[config.mk]
export PLATFORM = sky130hd
export DESIGN_NAME = fetch_unit
export DESIGN_NICKNAME = d
export VERILOG_FILES = /design/src/rtl/fetch_pkg.sv /design/src/rtl/fetch_inst_buf.sv /design/src/rtl/fetch_unit.sv
export SDC_FILE = /design/constraint.sdc
export NUM_CORES = 1
export LEC_CHECK = 0
export BUFFER_PORTS_ARGS = -buffer_cell sky130_fd_sc_hd__buf_2
export CORE_AREA = 4 4 178 94
export DETAILED_ROUTE_END_ITERATION = 6
export DIE_AREA = 0 0 182 98
export SLEW_MARGIN = 15
export SYNTH_ARGS = -nofsm -noshare
export SYNTH_HDL_FRONTEND = slang
export SYNTH_SLANG_ARGS = --single-unit
[constraint.sdc]
create_clock -name clock -period 5.2 [get_ports clock]
set_clock_uncertainty 0.2 [all_clocks]
set_input_delay 0.26 -clock clock [delete_from_list [all_inputs] [get_ports clock]]
set_output_delay 0.26 -clock clock [all_outputs]
set_load 0.01 [all_outputs]
[src/rtl/fetch_pkg.sv]
// Shared types and constants for the instruction fetch sequencer.
// Optional feature macro: FETCH_MISALIGN_TRAP_EN (adds the FAULT state).
package fetch_pkg;

  localparam logic [31:0] INSN_BYTES    = 32'd4;
  localparam logic [31:0] PC_ALIGN_MASK = 32'hFFFF_FFFC;

`ifdef FETCH_MISALIGN_TRAP_EN
  typedef enum logic [2:0] {
    IDLE  = 3'd0,
    REQ   = 3'd1,
    WAIT  = 3'd2,
    HOLD  = 3'd3,
    DROP  = 3'd4,
    FAULT = 3'd5
  } fetch_state_t;
`else
  typedef enum logic [2:0] {
    IDLE  = 3'd0,
    REQ   = 3'd1,
    WAIT  = 3'd2,
    HOLD  = 3'd3,
    DROP  = 3'd4
  } fetch_state_t;
`endif

endpackage

[src/rtl/fetch_inst_buf.sv]
// Output holding register presenting a fetched instruction and its PC to decode.
// load_i captures a new word and raises valid; valid drops on a completed
// handshake (valid & ready) or on discard_i. Word and PC hold while valid is low.
module fetch_inst_buf (
  input  logic        clock,
  input  logic        reset_n,
  input  logic        load_i,
  input  logic [31:0] data_i,
  input  logic [31:0] pc_i,
  input  logic        discard_i,
  input  logic        ready_i,
  output logic        valid_o,
  output logic [31:0] inst_o,
  output logic [31:0] pc_o
);

  logic        valid_q;
  logic        valid_d;
  logic [31:0] inst_q;
  logic [31:0] pc_q;

  // Next valid: clear on handshake or discard, set on a new load.
  always_comb begin
    valid_d = valid_q;
    if (discard_i || (valid_q && ready_i)) begin
      valid_d = 1'b0;
    end
    if (load_i) begin
      valid_d = 1'b1;
    end
  end

  // Holding registers; word and PC only change on load.
  always_ff @(posedge clock or negedge reset_n) begin
    if (!reset_n) begin
      valid_q <= 1'b0;
      inst_q  <= 32'd0;
      pc_q    <= 32'd0;
    end else begin
      valid_q <= valid_d;
      if (load_i) begin
        inst_q <= data_i;
        pc_q   <= pc_i;
      end
    end
  end

  assign valid_o = valid_q;
  assign inst_o  = inst_q;
  assign pc_o    = pc_q;

endmodule

[src/rtl/fetch_unit.sv]
// Instruction fetch sequencer: owns the PC, issues one word read per
// instruction, and hands the returned word to decode.
// Optional feature macro: FETCH_MISALIGN_TRAP_EN (misaligned redirect traps
// into a sticky FAULT state instead of being silently aligned).
//
// Handshakes: a transfer happens on a rising clock edge where valid and ready
// are both high. valid, once raised, stays high with stable payload until the
// transfer (imem_req_*, inst_*). imem_rsp_valid has no ready: the unit always
// takes it while a request is outstanding. All outputs come from registers or
// decoded state; no input reaches an output combinationally.
module fetch_unit
  import fetch_pkg::*;
#(
  parameter logic [31:0] RESET_PC = 32'h0000_0000
) (
  input  logic        clock,
  input  logic        reset_n,
  output logic        imem_req_valid,
  input  logic        imem_req_ready,
  output logic [31:0] imem_addr,
  input  logic        imem_rsp_valid,
  input  logic [31:0] imem_rsp_data,
  output logic        inst_valid,
  input  logic        inst_ready,
  output logic [31:0] inst,
  output logic [31:0] inst_pc,
  input  logic        redirect_valid,
  input  logic [31:0] redirect_pc,
  output logic        fetch_fault,
  output logic [2:0]  dbg_state
);

  fetch_state_t state_q;
  fetch_state_t state_d;
  logic [31:0]  pc_q;
  logic [31:0]  pc_d;
  logic         buf_load;
  logic         buf_discard;
  logic [31:0]  redir_tgt;

  // The fetched address is always kept word-aligned.
  assign redir_tgt = redirect_pc & PC_ALIGN_MASK;

`ifdef FETCH_MISALIGN_TRAP_EN
  logic fault_pend_q;
  logic fault_pend_d;
  logic redir_mis;
  assign redir_mis = (redirect_pc[1:0] != 2'b00);
`endif

  // Next-state, next-PC and holding-register control.
  always_comb begin
    state_d     = state_q;
    pc_d        = pc_q;
    buf_load    = 1'b0;
    buf_discard = 1'b0;
`ifdef FETCH_MISALIGN_TRAP_EN
    fault_pend_d = fault_pend_q;
`endif
    case (state_q)
      IDLE: begin
        state_d = REQ;
        if (redirect_valid) begin
          pc_d = redir_tgt;
        end
      end
      REQ: begin
        if (redirect_valid) begin
          pc_d = redir_tgt;
          // An accepted request still owes a response that must be dropped.
          state_d = imem_req_ready ? DROP : REQ;
        end else if (imem_req_ready) begin
          state_d = WAIT;
        end
      end
      WAIT: begin
        if (redirect_valid) begin
          pc_d    = redir_tgt;
          state_d = imem_rsp_valid ? REQ : DROP;
        end else if (imem_rsp_valid) begin
          buf_load = 1'b1;
          state_d  = HOLD;
        end
      end
      HOLD: begin
        if (redirect_valid) begin
          // A simultaneous inst_ready still completes the handshake inside
          // the buffer; only the sequential PC step is suppressed.
          pc_d        = redir_tgt;
          buf_discard = 1'b1;
          state_d     = REQ;
        end else if (inst_ready) begin
          pc_d    = pc_q + INSN_BYTES;
          state_d = REQ;
        end
      end
      DROP: begin
        if (redirect_valid) begin
          pc_d = redir_tgt;
        end
        // A response arriving with the redirect settles the outstanding
        // request, so there is nothing left to wait for.
        if (imem_rsp_valid) begin
          state_d = REQ;
        end
      end
`ifdef FETCH_MISALIGN_TRAP_EN
      FAULT: begin
        if (redirect_valid) begin
          pc_d    = redir_tgt;
          state_d = REQ;
        end
      end
`endif
      default: state_d = IDLE;
    endcase

`ifdef FETCH_MISALIGN_TRAP_EN
    // Misaligned redirect: trap now, or after the outstanding response.
    if (redirect_valid) begin
      if (redir_mis) begin
        if ((state_q == REQ && imem_req_ready) ||
            ((state_q == WAIT || state_q == DROP) && !imem_rsp_valid)) begin
          state_d      = DROP;
          fault_pend_d = 1'b1;
        end else begin
          state_d      = FAULT;
          fault_pend_d = 1'b0;
        end
      end else begin
        fault_pend_d = 1'b0;
      end
    end else if (state_q == DROP && imem_rsp_valid && fault_pend_q) begin
      state_d      = FAULT;
      fault_pend_d = 1'b0;
    end
`endif
  end

  // State and PC registers.
  always_ff @(posedge clock or negedge reset_n) begin
    if (!reset_n) begin
      state_q <= IDLE;
      pc_q    <= RESET_PC;
    end else begin
      state_q <= state_d;
      pc_q    <= pc_d;
    end
  end

`ifdef FETCH_MISALIGN_TRAP_EN
  // Remembers that a drained DROP must end in FAULT rather than REQ.
  always_ff @(posedge clock or negedge reset_n) begin
    if (!reset_n) begin
      fault_pend_q <= 1'b0;
    end else begin
      fault_pend_q <= fault_pend_d;
    end
  end

  assign fetch_fault = (state_q == FAULT);
`else
  assign fetch_fault = 1'b0;
`endif

  assign imem_req_valid = (state_q == REQ);
  assign imem_addr      = pc_q;
  assign dbg_state      = state_q;

  fetch_inst_buf u_inst_buf (
    .clock     (clock),
    .reset_n   (reset_n),
    .load_i    (buf_load),
    .data_i    (imem_rsp_data),
    .pc_i      (pc_q),
    .discard_i (buf_discard),
    .ready_i   (inst_ready),
    .valid_o   (inst_valid),
    .inst_o    (inst),
    .pc_o      (inst_pc)
  );

endmodule

==> metrics <==
status=completed; GRT Max-Usage Layer=met2; core area=0.0151 sq mm; fin area=0.00620 sq mm; number of diodes=0; Yosys warnings=0; Clk Latency, worst-skew pair=0.34 ns; DP HPWL=10100 microns; Max IR drop VDD=210 uV; Placed Cells=747; Pre-Repair DR Iteration Count=5; Worst path max stage delay=0.78 ns; cell internal pwr=1.90 mW; Final nets=671; WL per Instance=17.3 microns; slowest CP cell=nor4_1; die footprint=0.0178 sq mm; Mapped Cells=398; final worst path period share=54.6%; Initial Util=29.5%; final setup TNS=0 ns; CP Capture Type=register; Sequential Area=0.00240 sq mm; vias per std cell=5.02; ys flop type=dfrtp_1; Synth cell types=48; clk slew on worst S/H paths=0.07 ns; relative slew slack=24.0%; Buffers on Ports=164; Post-Layout Cell Count=809; startpoint types=register; share of layout cells above drive strength 1=41.7%; die width=182 microns; Critical Setup Path Class=register to register; Layout area overhead=39.1%; Leak=2.91 nW; global-route wire length before repair=22400 microns; synthesized area=0.00446 sq mm; Final ANT Viol Nets=0; Async S/R FF share, synth=100%; CTS Buffer Depth=2; global-route usage over all layers=15.8%; Place WS=2.37 ns; fmax=0.353 GHz; worst-margin pin slew=1.14 ns; Pwr Density=495 mW/mm^2; sw frac=38.2%; Flop pwr share=43.9%; met2 GRT Util=23.2%; Site Rows=32; H-tree Lvls=3; worst path bufs/invs=0; Psw=1.17 mW; setup ws final=2.36 ns; sequential share of the synthesized area=53.9%; drc violations=0; vias in the first global route=4035; CTS Sinks=96; Tightest Hold Check Type=input port to register; Required @ worst endpoint=5.19 ns; CTS tree=yes; io pins=172; RSZ-0062 raised after global routing=no; GP Congestion=0.762; Num CTS Buffers=9; crit path time final=2.84 ns; clock root cell=clkbuf_16; fin. max-slew vios=0; Clk pwr share=20.3%; grt total ovfl=0; initial antenna violation count=1; placed cell area=0.00546 sq mm; EDFF count, synth=0; largest delay contributor family on the critical path=simple AND/OR/NAND/NOR gates; maxcap violations=0; fillers=1446; Initial DRC Count=219; Multi-input gate area=0.00194 sq mm; logic gate share of total power=35.8%; #FFs+latches synth=96; via count=4060; die span in y=98 microns; Mapped Avg Cell Area=11.2 sq um; CP max FO=8; Global Route met3 Usage=5.95%; Routed WL=14000 microns; Worst Path Arrival=2.83 ns; worst-path cell chain=ha_1 -> nand3_2 -> nor4_1 -> nand4_1 -> o211ai_1 -> o311ai_0; met1 Usage GRT=22.6%; largest net degree at the start of global routing=81; count of final hold-check violations=0; Final Setup Violations=0; Pwr Total=3.07 mW
final timing paths:
path / start / to / slack (ns) / cells after the start
max: imem_addr[2] / imem_addr[30] / 2.36 / 6
min: redirect_pc[29] / imem_addr[29] / 0.009 / 3
max reg2reg: imem_addr[2] / imem_addr[30] / 2.36 / 6
min reg2reg: u_inst_buf.pc_o[24] / u_inst_buf.pc_o[24] / 0.30 / 1
max in group asynchronous: reset_n / imem_addr[17] / 3.68 / 3
min in group asynchronous: reset_n / u_inst_buf.valid_o / 0.12 / 2
synth_stat cells (2+ instances only):
cell type,n,area (sq um)
mux2_2,62,698
nand3_2,2,20.0
buf_2,9,45.0
dfrtp_1,96,2400
a221o_1,2,20.0
buf_4,6,45.0
nor2_1,21,78.8
a22oi_1,4,30.0
o21ai_0,17,85.1
a2bb2oi_1,5,43.8
a21oi_1,24,120
or3_1,2,12.5
o21ai_1,2,10.0
o22ai_1,9,56.3
inv_1,4,15.0
nor2b_1,3,18.8
a31oi_1,3,18.8
nor3_1,4,20.0
and4_1,3,26.3
a41oi_1,2,17.5
nand2_1,34,128
nand2b_1,3,18.8
nor3b_1,2,15.0
o22a_1,2,17.5
and3_1,5,31.3
a311oi_1,2,17.5
o311ai_0,5,43.8
nor4_1,3,18.8
nand3_1,17,85.1
nand4_1,10,62.6
clkbuf_1,12,45.0
o211ai_1,4,30.0
or4_1,4,30.0
flip-flops by register name, summed over array words and instances (netlist names):
register            cells
imem_addr              30
u_inst_buf.pc_o        30
u_inst_buf.valid_o      1
dbg_state               3
u_inst_buf.inst_o      32
layer usage:
layer	vias up	part of all wire [%]
met1	1984	47
li1	1884	-
met2	178	43
met4	2	0.75
met5	-	0.050
met3	12	9.5
kinds of logic after synthesis:
family | synth area share (%)
buffers and inverters | 3.37
adders and majority gates | 0.505
DFF | 53.9
and+or+nand+nor | 13.1
other | 0.0841
AOI/OAI and AO/OA | 13.2
muxes | 15.9
power by group through the flow:
stage	clock (mW)	combinational [mW]	sequential, mW
finish	0.622	1.10	1.35
global route	0.677	1.21	1.40
CTS	0.647	1.11	1.35
detailed placement	0	1.08	1.36
global placement	0	1.06	1.33
floorplan	0	0.498	1.41
what timing repair did:
item,4_1_cts,5_1_grt
hold buffers,46,0
buffers inserted,0,0
endpoints found under the hold margin,61,0
gates resized for setup,0,0
cell type report:
type                            instances  share of cell area (%)
Inverter                                4                   0.242
Tap cell                              204                    4.12
Clock buffer                           10                    3.69
Multi-Input combinational cell        275                    31.2
Timing Repair Buffer                  214                    21.2
Clock inverter                          6                   0.726
Sequential cell                        96                    38.7
cell usage in the layout, fill, tap and decap left out, types with 5 or more instances in the layout:
master and count:
a21oi_1 24, and3_1 5, buf_2 163, clkbuf_16 9
conb_1 5, dfrtp_1 96, dlygate4sd3_1 46, mux2_2 62
nand2_1 34, nand3_1 17, nand4_1 10, nor2_1 20
o21ai_0 17, o22ai_1 9, o311ai_0 5
worst reg2reg max path, delay by kind of cell (launching register included):
kind,cells,cell delay [ns]
and+or+nand+nor,3,1.26
adders and majority gates,1,0.30
DFF,1,0.52
AOI/OAI and AO/OA,2,0.41
stage by stage:
step / utilization (%) / hold slack [ns]
3_3_place_gp: 36.2 / -0.0734
6_report: 41.1 / 0.00938
2_1_floorplan: - / -0.236
4_1_cts: 41.1 / 0.00426
5_1_grt: 41.1 / 0.0332
3_5_place_dp: 36.2 / -0.0673
(Power assumes the default switching activity.)
